<file path="config.mk">
export PLATFORM = sky130hd
export DESIGN_NAME = hook_motion_ctrl
export DESIGN_NICKNAME = d
export VERILOG_FILES = /design/src/rtl/hook_motion_ctrl.sv
export SDC_FILE = /design/constraint.sdc
export NUM_CORES = 1
export LEC_CHECK = 0
export BUFFER_PORTS_ARGS = -buffer_cell sky130_fd_sc_hd__buf_4
export CAP_MARGIN = 10
export CORE_UTILIZATION = 52
export CTS_CLUSTER_SIZE = 28
export DETAILED_ROUTE_END_ITERATION = 16
export PLACE_DENSITY = 0.73
export SYNTH_ARGS = -nofsm -noshare
export SYNTH_HDL_FRONTEND = slang
export SYNTH_SLANG_ARGS = --single-unit
</file>
<file path="constraint.sdc">
create_clock -name clock -period 2.5 [get_ports clock]
set_clock_uncertainty 0.1 [all_clocks]
set_input_delay 0.375 -clock clock [delete_from_list [all_inputs] [get_ports clock]]
set_output_delay 0.375 -clock clock [all_outputs]
set_load 0.05 [all_outputs]
</file>
<file path="src/rtl/hook_motion_ctrl.sv">
// hook_motion_ctrl: frame-rate swing/extend/retract controller feeding draw_hook, one draw per frame
module hook_motion_ctrl #(
   parameter int unsigned MIN_DEG  = 0,
   parameter int unsigned MAX_DEG  = 140,
   parameter int unsigned DEG_STEP = 1,
   parameter int unsigned MIN_LEN  = 16,
   parameter int unsigned MAX_LEN  = 256,
   parameter int unsigned EXT_STEP = 4,
   parameter int unsigned RET_STEP = 4
) (
   input  logic       clock,
   input  logic       resetn,
   input  logic       frame_tick,
   input  logic       fire,
   input  logic       hit,
   input  logic [1:0] weight,
   input  logic       draw_done,
   output logic [8:0] degree,
   output logic [9:0] length,
   output logic       draw_enable,
   output logic       busy,
   output logic       grabbed,
   output logic       retract_done,
   output logic       overrun
);
   typedef enum logic [1:0] {S_SWING, S_EXTEND, S_RETRACT} state_t;
   state_t      state_q, state_d;
   logic        dir_q, dir_d, fire_q, fire_pend_q, fire_pend_d;
   logic        busy_q, busy_d, draw_en_q, draw_en_d, grabbed_q, grabbed_d;
   logic        rdone_q, rdone_d, overrun_q, overrun_d;
   logic [1:0]  wq_q, wq_d;
   logic [8:0]  degree_q, degree_d;
   logic [9:0]  length_q, length_d;
   logic        upd, fire_edge;
   logic [31:0] deg_w, len_w, deg_up, len_up, ret_raw, ret_step;

   assign upd       = frame_tick & ~busy_q;
   assign fire_edge = fire & ~fire_q;
   assign deg_w     = 32'(degree_q);
   assign len_w     = 32'(length_q);
   assign deg_up    = deg_w + DEG_STEP;
   assign len_up    = len_w + EXT_STEP;
   assign ret_raw   = grabbed_q ? (RET_STEP >> wq_q) : RET_STEP;
   assign ret_step  = (ret_raw == 32'd0) ? 32'd1 : ret_raw;

   // State register; reset also kills any draw in flight
   always_ff @(posedge clock or negedge resetn) begin
      if (!resetn) begin
         state_q     <= S_SWING;
         dir_q       <= 1'b1;
         fire_q      <= 1'b0;
         fire_pend_q <= 1'b0;
         busy_q      <= 1'b0;
         draw_en_q   <= 1'b0;
         grabbed_q   <= 1'b0;
         rdone_q     <= 1'b0;
         overrun_q   <= 1'b0;
         wq_q        <= 2'd0;
         degree_q    <= 9'(MIN_DEG);
         length_q    <= 10'(MIN_LEN);
      end else begin
         state_q     <= state_d;
         dir_q       <= dir_d;
         fire_q      <= fire;
         fire_pend_q <= fire_pend_d;
         busy_q      <= busy_d;
         draw_en_q   <= draw_en_d;
         grabbed_q   <= grabbed_d;
         rdone_q     <= rdone_d;
         overrun_q   <= overrun_d;
         wq_q        <= wq_d;
         degree_q    <= degree_d;
         length_q    <= length_d;
      end
   end

   // Next-state: draw handshake every cycle, motion only on an accepted frame
   always_comb begin
      state_d     = state_q;
      dir_d       = dir_q;
      degree_d    = degree_q;
      length_d    = length_q;
      wq_d        = wq_q;
      fire_pend_d = fire_pend_q | (fire_edge & (state_q == S_SWING));
      busy_d      = upd | (busy_q & ~draw_done);
      draw_en_d   = upd;
      overrun_d   = frame_tick & busy_q;
      rdone_d     = 1'b0;
      grabbed_d   = grabbed_q & ~rdone_q;
      if (upd) begin
         case (state_q)
            S_SWING:
               if (fire_pend_q) begin
                  state_d     = S_EXTEND;
                  fire_pend_d = 1'b0;
               end else if (dir_q) begin
                  degree_d = (deg_up >= MAX_DEG) ? 9'(MAX_DEG) : 9'(deg_up);
                  dir_d    = ~(deg_up >= MAX_DEG);
               end else begin
                  degree_d = (deg_w <= MIN_DEG + DEG_STEP) ? 9'(MIN_DEG) : 9'(deg_w - DEG_STEP);
                  dir_d    = (deg_w <= MIN_DEG + DEG_STEP);
               end
            S_EXTEND:
               if (hit) begin
                  grabbed_d = 1'b1;
                  wq_d      = weight;
                  state_d   = S_RETRACT;
               end else if (len_up >= MAX_LEN) begin
                  length_d = 10'(MAX_LEN);
                  state_d  = S_RETRACT;
               end else begin
                  length_d = 10'(len_up);
               end
            S_RETRACT:
               if (len_w <= MIN_LEN + ret_step) begin
                  length_d = 10'(MIN_LEN);
                  rdone_d  = 1'b1;
                  state_d  = S_SWING;
               end else begin
                  length_d = 10'(len_w - ret_step);
               end
            default: state_d = S_SWING;
         endcase
      end
   end

   assign degree       = degree_q;
   assign length       = length_q;
   assign draw_enable  = draw_en_q;
   assign busy         = busy_q;
   assign grabbed      = grabbed_q;
   assign retract_done = rdone_q;
   assign overrun      = overrun_q;
endmodule

</file>
==> summary.md, run 1 <==
| Metric | Value |
|---|---|
| CP Max Fanout | 7 |
| Synth-to-Final Area Change | 24.5% |
| Arr. time, crit path | 2.58 ns |
| # port buffers | 31 |
| Storage cell area | 779 µm² |
| Share of cells above drive strength 1 | 31.9% |
| RSZ-0062 raised after global routing | yes |
| Ys Warns | 0 |
| # nets final | 326 |
| # IOs | 32 |
| CTS tree | built |
| Total chip power | 4200 µW |
| WP data required | 2.58 ns |
| Flop and latch count out of synthesis | 31 |
| Sequential element share of the synthesized area | 33.3% |
| Hold Vio Cnt, Final | 0 |
| Avg Inst Size Synth | 8.92 µm² |
| Die ar. | 4770 µm² |
| Site row count | 24 |
| Count of flip-flops with a built-in enable after synthesis | 0 |
| Routed vias | 2,225 |
| Die height | 69.0 µm |
| FFs w/ async S/R, synth | 100% |
| # DRC | 0 |
| Syn_nets | 282 |
| Layout Cells excl Fill | 359 |
| Peak VDD IR | 0.820 mV |
| Worst skew pair latency | 0.29 ns |
| Hold Path Class | input port to flip-flop |
| Share of the synthesized area in the top cell type | 31.0% |
| Slew HR | 68.3% |
| Worst-path clk slew | 0.08 ns |
| CTS max path bufs | 2 |
| Die W | 69.0 µm |
| Synth cell count leaders | 29 x dfrtp_1, 22 x nor2_1, 17 x nand2_1 |
| Design area | 2910 µm² |
| DR vias/cell | 6.20 |
| Core ar. | 4320 µm² |
| Initial core utilization | 54.1% |
| GPL Wtd Cong | 0.850 |
| MaxCap Viol Count | 0 |
| Shortest period the worst path allows | 2.50 ns |
| Synth Cell Area | 2340 µm² |
| Area leader, netlist | dfrtp_1 |
| First-pass GRT wire length | 9780 µm |
| Top-count cell post-synth | dfrtp_1 |
| Multi-input logic area | 1490 µm² |
| Total GRT Usage | 25.4% |
| Synth Flop Type | dfrtp_1 |
| # H-tree levels | 2 |
| Initial antenna violation count | 0 |
| Leakage | 0.00130 µW |
| Fin crit share | 99.9% |
| Total grt overflow | 0 |
| Cells after Synth | 262 |
| FMAX | 0.401 GHz |
| Pwr Density | 1440 nW/µm² |
| Post-DP HPWL | 4030 µm |
| Antenna cells | 0 |
| Placed cell areas | 2670 µm² |
| Clock root buffer master | clkbuf_8 |
| DR iter-0 viols | 253 |
| Status | completed |
| Filler cell count | 364 |
| CP endpoint kind | flip-flop |
| CTS buffer count | 5 |
| CTS sink cnt | 31 |
| Vias in the first global route | 2,069 |
| Placed cells | 346 |
| Largest net degree at the start of global routing | 32 |
| Critical setup path kind | flip-flop to flip-flop |
| Worst slew pin tran | 0.469 ns |
| Finish-stage setup viols | 0 |
| Critical Path Source Type | flip-flop |
| WL per Instance | 16.4 µm |
| Final antenna-violating net count | 0 |
| Pins Over Slew Limit | 0 |
| Routed wire length | 5880 µm |
| Netlist cell types | 72 |
| Area contributors post-synth | dfrtp_1 31%, ha_1 5.9%, nor2_1 3.5% |
| Pre-antenna DRT Iters | 4 |
## area by class of cell
class                           count  area share [%]
Clock inverter                      3            2.32
Tap cell                           52            2.24
Multi-Input combinational cell    204            51.1
Inverter                           13            1.68
Sequential cell                    31            26.8
Clock buffer                        5            2.36
Timing Repair Buffer               51            13.5
## flip-flops by register name, summed over array words and instances, names as in the netlist
signal and count:
dir_q 1, fire_q 1, retract_done 1, busy 1, overrun 1, degree 9
grabbed 1, fire_pend_q 1, wq_q 2, draw_enable 1, state_q 2, length 10
## metrics by stage
stage | util (%) | setup TNS (ns) | hold WS [ns] | worst slack (ns)
finish | 67.3 | 0 | 0.101 | 0.00351
global route | 67.3 | -0.627 | 0.0897 | -0.113
CTS | 65.7 | -0.0143 | 0.0959 | -0.0143
detailed placement | 61.8 | -0.0899 | 0.236 | -0.0492
global placement | 61.8 | 0 | 0.236 | 0.0528
floorplan | - | -0.672 | -0.0206 | -0.200
## final timing paths
path	startpoint	end	slack [ns]	depth (start not counted)
worst min-delay path	fire	fire_q	0.10	1
worst min register to register	retract_done	grabbed	0.36	1
worst max register to register	wq_q[1]	state_q[0]	0.004	9
worst max-delay path	wq_q[1]	state_q[0]	0.004	9
max in group asynchronous	resetn	dir_q	1.52	2
min in group asynchronous	resetn	degree[4]	0.46	2
## cells by family (layout without fill, tap and decap cells)
| group | after synthesis | count (layout) | share of synthesized area (%) |
|---|---|---|---|
| simple gates | 109 | 109 | 26.0 |
| compound gates | 73 | 73 | 23.6 |
| flops | 31 | 31 | 33.3 |
| buf+inv | 27 | 72 | 6.05 |
| fa+ha+maj | 12 | 12 | 6.75 |
| xor+xnor | 5 | 5 | 1.87 |
| mux | 5 | 5 | 2.52 |
## where the power goes
| part | switching, µW | total, µW | internal, µW |
|---|---|---|---|
| logic | 1540 | 2600 | 1070 |
| registers | 307 | 991 | 684 |
| clock network | 213 | 610 | 398 |
| total | 2050 | 4200 | 2150 |
## layer usage
layer  wire length, µm  global-route usage, %  vias to the layer above
li1                  -                      -                     1064
met1              2780                   35.0                     1082
met2              2750                   39.1                       68
met3               273                   6.43                       11
met4                74                   7.94                        0
met5                 0                      0                        -
## repair_timing
action,CTS,global route
pin swaps,1,0
setup buffers,2,2
cloned,0,0
setup endpoints to repair,5,10
gates resized for setup,2,10
endpoints found under the hold margin,29,0
hold buffers,1,0
## worst max-delay path: stages, from the launching register on
cell	delay, ns
dfrtp_1	0.38
and2_4	0.16
ha_4	0.12
inv_2	0.03
fa_2	0.33
a211o_1	0.30
a311oi_2	0.29
or2b_4	0.25
o2111ai_4	0.11
mux2_4	0.31
## cells in the final DEF, fill, tap and decap left out, types with 3 or more instances in the layout
cell type  Yosys  final
ha_1          11      9
o21ai_0       11     10
and3_1         9      9
clkbuf_8       1      5
a31oi_1        7      7
nand4_1        8      8
or2_2          3      3
nor2_1        22     22
nand2_1       17     17
dfrtp_1       29     28
buf_4          1     48
o22ai_1        3      3
inv_1         13     12
nor3_1         6      6
xnor2_1        5      5
mux2_2         3      3
a21oi_1       13     12
o211ai_1       3      3
a21o_1         3      3
and4_1         3      3
nand3b_1       3      3
nand3_1       14     14
(Power assumes the default switching activity.)
==> inputs of run 2 (changes only) <==
==> constraint.sdc (replaced) <==
create_clock -name clock -period 2.5 [get_ports clock]
set_clock_uncertainty 0.1 [all_clocks]
set_input_delay 0.5 -clock clock [delete_from_list [all_inputs] [get_ports clock]]
set_output_delay 0.5 -clock clock [all_outputs]
set_load 0.05 [all_outputs]
==> summary.md, run 2 (synthesized netlist as in run 1, its figures left out) <==
| Metric | Value |
|---|---|
| Status | completed |
| Peak VDD IR | 0.733 mV (-11%) |
| Total grt overflow | 0 (unchanged) |
| Routed vias | 2,165 (-2.7%) |
| Critical setup path kind | flip-flop to flip-flop |
| Critical Path Source Type | flip-flop |
| # nets final | 324 (-0.61%) |
| # port buffers | 31 (unchanged) |
| Slew HR | 55.2% (-13 points) |
| Post-DP HPWL | 3970 µm (-1.5%) |
| GPL Wtd Cong | 0.859 (+1.2%) |
| Final antenna-violating net count | 0 (unchanged) |
| Total GRT Usage | 24.5% (-0.88 points) |
| Reg-to-Reg Start | wq_q[1] |
| Die W | 69.0 µm (unchanged) |
| WL per Instance | 15.7 µm (-4.1%) |
| Commonest non-fill, non-tap cells in the layout | 47 x buf_4, 28 x dfrtp_1, 22 x nor2_1, 17 x nand2_1, 14 x nand3_1 |
| Internal reg-to-reg setup slack | 0.005 ns (about the same) |
| Hold Path Class | input port to asynchronous set/reset pin |
| Initial core utilization | 54.1% (unchanged) |
| Worst path slowest cell | dfrtp_1 |
| Initial antenna violation count | 0 (unchanged) |
| Reg-to-Reg End | state_q[0] |
| DR iter-0 viols | 269 (+6.3%) |
| Critical Path Source | wq_q[1] |
| Finish-stage setup viols | 0 (unchanged) |
| Max reg flops | 10 (unchanged) |
| FMAX | 0.401 GHz (about the same) |
| CTS buffer count | 5 (unchanged) |
| Synth-to-Final Area Change | 20.8% |
| CP endpoint kind | flip-flop |
| Site row count | 24 (unchanged) |
| Clock root buffer master | clkbuf_8 |
| WP data required | 2.59 ns (about the same) |
| Worst slew pin tran | 0.669 ns (+0.200 ns) |
| Most common cell after layout, fill and taps aside | buf_4 |
| Final setup TNS | 0 ns (unchanged) |
| Shortest period the worst path allows | 2.50 ns (-0.00113 ns) |
| CTS tree | built |
| Dpl ws | -0.0274 ns (+0.0218 ns) |
| DR vias/cell | 6.06 (-2.2%) |
| Largest net degree at the start of global routing | 32 (unchanged) |
| Hold_buf cts | 0 (-1) |
| Total chip power | 3900 µW (-7.1%) |
| Hold Vio Cnt, Final | 0 (unchanged) |
| Pwr Density | 1380 nW/µm² (-4.2%) |
| Worst skew pair latency | 0.30 ns (about the same) |
| CTS sink cnt | 31 (unchanged) |
| Slowest stage delay, CP | 0.37 ns (about the same) |
| Arr. time, crit path | 2.59 ns (about the same) |
| CP Max Fanout | 6 (-1) |
| RSZ-0062 raised after global routing | yes |
| Fin crit share | 99.8% (about the same) |
| Pre-antenna DRT Iters | 5 (+1) |
| Share of cells above drive strength 1 | 32.1% (+0.21 points) |
| Core ar. | 4320 µm² (unchanged) |
| Pins Over Slew Limit | 0 (unchanged) |
| Routed wire length | 5610 µm (-4.7%) |
| Vias in the first global route | 1,908 (-7.8%) |
| Leakage | 0.00127 µW (-1.9%) |
| Worst setup path end | state_q[0] |
| Crit-path cells | and2_4, ha_4, inv_2, fa_2, a211o_1, a311oi_2, or2b_4, o2111ai_2, mux2_4 |
| First-pass GRT wire length | 9420 µm (-3.7%) |
| Die height | 69.0 µm (unchanged) |
| CTS max path bufs | 2 (unchanged) |
| # DRC | 0 (unchanged) |
| Fin worst setup slack | 0.00463 ns (+0.00113 ns) |
| MaxCap Viol Count | 0 (unchanged) |
| Die ar. | 4770 µm² (unchanged) |
| Worst-path clk slew | 0.08 ns (about the same) |
| # H-tree levels | 2 (unchanged) |
| # IOs | 32 (unchanged) |
| R2R cell count | 9 (unchanged) |
| Antenna cells | 0 (unchanged) |
==> run 2: changes by cell type in the layout (fill, tap and decap cells not counted), moves of 2 or more <==
cell and change:
bufinv_16 -2, clkinv_2 +3, inv_1 -2, inv_2 +2
==> run 2: worst max-delay path: cells and delay by family, from the launching register on <==
family	cells	cell delay [ns]
AOI/OAI and AO/OA	3	0.72
adders and majority gates	2	0.46
buffers and inverters	1	0.03
DFF	1	0.37
muxes	1	0.31
and+or+nand+nor	2	0.40
==> run 2: cell type report <==
cell class / count / area [µm²]
inverters: 13 / 48.8
repair buffers: 49 / 384
multi-input cells: 204 / 1460
clock inverters: 3 / 15.0
flip-flops and latches: 31 / 779
well taps: 52 / 65.1
fillers: 399 / 1500
clock buffers: 5 / 68.8
==> run 2: per-stage QoR <==
stage          std cells  hold slack (ns)  area [µm²]  util, %
6_report             357           0.0295        2820     65.3
4_1_cts              357           0.0481        2810     64.9
5_1_grt              357           0.0630        2820     65.3
3_5_place_dp         346            0.352        2670     61.8
3_3_place_gp         346            0.361        2670     61.8
2_1_floorplan        262            0.104        2350        -
==> run 2: power breakdown <==
part           total, µW  internal (µW)  leakage [µW]  switching, µW
sequential           980            684      0.000377            296
combinational       2530           1060      0.000848           1470
clock                397            190     0.0000477            207
total               3900           1930       0.00127           1970
==> run 2: worst min-delay path by stage <==
stage	slack (ns)	to	from
after detailed placement	0.35	grabbed	retract_done
after global routing	0.06	degree[4]	resetn
final	0.03	degree[4]	resetn
after CTS	0.05	degree[4]	resetn
after floorplan	0.10	busy	resetn
after global placement	0.36	degree[4]	resetn
==> run 2: repair_timing <==
item | 4_1_cts | 5_1_grt
gates resized for setup | 5 | 6
pin swaps | 1 | 4
buffers inserted | 3 | 0
endpoints found under the setup margin | 5 | 9
endpoints found under the hold margin | 0 | 0
==> run 2: layer usage <==
layer	wire length, µm	vias up	share of wire (%)	GRT usage (%)
met1	2820	1030	50	37.5
met4	75	0	1.3	8.16
met5	0	-	0	0
met2	2430	69	43	34.5
li1	-	1058	-	-
met3	285	8	5.1	4.39
==> inputs of run 3 (changes only) <==
SETUP_SLACK_MARGIN = 0.5   (was unset)
==> summary.md, run 3 (synthesized netlist as in run 1, its figures left out) <==
| Metric | Value |
|---|---|
| Status | finished with violations |
| Failing checks | negative setup slack |
| Post-DP HPWL | 3930 µm (-1.0%) |
| CTS tree | built |
| Site row count | 24 (unchanged) |
| Largest net degree at the start of global routing | 32 (unchanged) |
| Worst slew pin tran | 0.715 ns (+0.0455 ns) |
| CTS buffer count | 5 (unchanged) |
| # port buffers | 31 (unchanged) |
| Clock root buffer master | clkbuf_8 |
| Internal reg-to-reg setup slack | -0.11 ns (-0.12 ns) |
| Max reg flops | 10 (unchanged) |
| Storage cell area | 792 µm² (+1.6%) |
| CP endpoint kind | flip-flop |
| Die ar. | 4770 µm² (unchanged) |
| Routed wire length | 6270 µm (+12%) |
| Filler cell count | 300 (-25%) |
| CTS max path bufs | 2 (unchanged) |
| Commonest non-fill, non-tap cells in the layout | 55 x buf_4, 20 x nor2_1, 20 x dfrtp_1, 16 x nand2_1, 12 x nand3_1 |
| Pins Over Slew Limit | 0 (unchanged) |
| DR iter-0 viols | 207 (-23%) |
| Slew HR | 52.1% (-3.0 points) |
| DR vias/cell | 6.34 (+4.6%) |
| RSZ-0062 raised after global routing | yes |
| Reg-to-Reg End | state_q[0] |
| Share of cells above drive strength 1 | 46.4% (+14 points) |
| Final setup TNS | -0.441 ns (-0.441 ns) |
| Arr. time, crit path | 2.68 ns (+0.09 ns) |
| Fin crit share | 105% (+4.8 points) |
| Pwr Density | 1440 nW/µm² (+4.4%) |
| Worst-path clk slew | 0.07 ns (about the same) |
| Hold Path Class | input port to asynchronous set/reset pin |
| # IOs | 32 (unchanged) |
| CP Max Fanout | 8 (+2) |
| Peak VDD IR | 0.721 mV (-1.6%) |
| FMAX | 0.382 GHz (-4.6%) |
| Shortest period the worst path allows | 2.61 ns (+0.119 ns) |
| Critical Path Source Type | flip-flop |
| Finish-stage setup viols | 9 (+9) |
| Total GRT Usage | 24.7% (+0.16 points) |
| Multi-input logic area | 1660 µm² (+14%) |
| Dpl ws | -0.0460 ns (-0.0186 ns) |
| Hold_buf cts | 0 (unchanged) |
| # H-tree levels | 2 (unchanged) |
| Die height | 69.0 µm (unchanged) |
| Routed vias | 2,340 (+8.1%) |
| Vias in the first global route | 2,033 (+6.6%) |
| MaxCap Viol Count | 0 (unchanged) |
| CTS sink cnt | 31 (unchanged) |
| Initial core utilization | 54.1% (unchanged) |
| Synth-to-Final Area Change | 35.3% |
| GPL Wtd Cong | 0.856 (-0.40%) |
| R2R cell count | 9 (unchanged) |
| Most common cell after layout, fill and taps aside | buf_4 |
| Leakage | 0.00136 µW (+7.0%) |
| WL per Instance | 17.0 µm (+8.1%) |
| Pre-antenna DRT Iters | 5 (unchanged) |
| Initial antenna violation count | 0 (unchanged) |
| Critical setup path kind | flip-flop to flip-flop |
| Final antenna-violating net count | 0 (unchanged) |
| Hold Vio Cnt, Final | 0 (unchanged) |
| Worst skew pair latency | 0.28 ns (-0.02 ns) |
| WP data required | 2.57 ns (-0.02 ns) |
| Hold Slack | 0.0527 ns (+0.0232 ns) |
| First-pass GRT wire length | 9600 µm (+2.0%) |
| Reg-to-Reg Start | grabbed |
| # DRC | 0 (unchanged) |
| Placed cells | 341 (-1.4%) |
| Layout Cells excl Fill | 369 (+3.4%) |
| Die W | 69.0 µm (unchanged) |
| Total grt overflow | 0 (unchanged) |
| Final core utilization | 73.1% (+7.9 points) |
| Core ar. | 4320 µm² (unchanged) |
| # nets final | 336 (+3.7%) |
| Antenna cells | 0 (unchanged) |
| Fin worst setup slack | -0.115 ns (-0.119 ns) |
run 3: changes by cell type in the layout (fill, tap and decap cells not counted), moves of 3 or more:
| cell | change |
|---|---|
| o21ai_0 | -6 |
| o21ai_1 | +3 |
| dfrtp_2 | +7 |
| buf_4 | +8 |
| dfrtp_1 | -8 |
| and3_1 | -3 |
| buf_6 | +5 |
| a31oi_1 | -3 |
run 3: metal layers:
| layer | wire (µm) | vias to the layer above | global-route usage, % | part of all wire [%] |
|---|---|---|---|---|
| met5 | 0 | - | 0 | 0 |
| met4 | 49 | 0 | 6.35 | 0.78 |
| met3 | 530 | 10 | 4.09 | 8.5 |
| met2 | 2980 | 131 | 37.4 | 48 |
| met1 | 2710 | 1109 | 36.4 | 43 |
| li1 | - | 1090 | - | - |
run 3: how the worst max path moves through the flow:
stage                     startpoint    endpoint  slack, ns  cells after the start
after floorplan              grabbed  state_q[0]      -0.20                     10
after global placement       grabbed  state_q[0]       0.05                      9
after detailed placement     wq_q[1]  state_q[0]      -0.05                      9
after CTS                    grabbed   length[6]      -0.01                      9
after global routing         wq_q[1]  state_q[0]      -0.22                      9
final                        grabbed  state_q[0]      -0.11                      9
run 3: cell type report:
cell class	instances	area share, %
clock inverter	2	1.11
multi-input combinational	204	52.5
clock buffer	6	2.61
timing repair buffer	61	15.2
tap	52	2.06
inverter	13	1.54
sequential	31	25.0
run 3: per-stage QoR:
stage,power [µW],instance area [µm²]
after floorplan,2790,2450
after global placement,3360,2700
after detailed placement,3390,2700
after CTS,4140,2950
after global routing,4830,3160
final,4570,3160
run 3: timing repair:
item                       4_1_cts  5_1_grt
setup endpoints to repair       21       22
hold endpoints to repair         0        0
resized for setup               11       35
setup buffers                   13        7
gates cloned                     0        0
pin swaps                       11       19
run 3: report_power, final:
part	leakage, µW	internal, µW	total, µW	switching [µW]
clock	0.0000612	323	524	201
sequential	0.000368	698	1040	337
combinational	0.000932	1320	3010	1690
total	0.00136	2340	4570	2230
run 3: critical path, stage by stage (launching register included):
cell,delay (ns)
dfrtp_2,0.37
and2_4,0.15
ha_4,0.12
inv_2,0.03
fa_2,0.33
a211o_1,0.34
a311oi_2,0.36
or2b_4,0.26
o2111ai_2,0.12
mux2_4,0.32
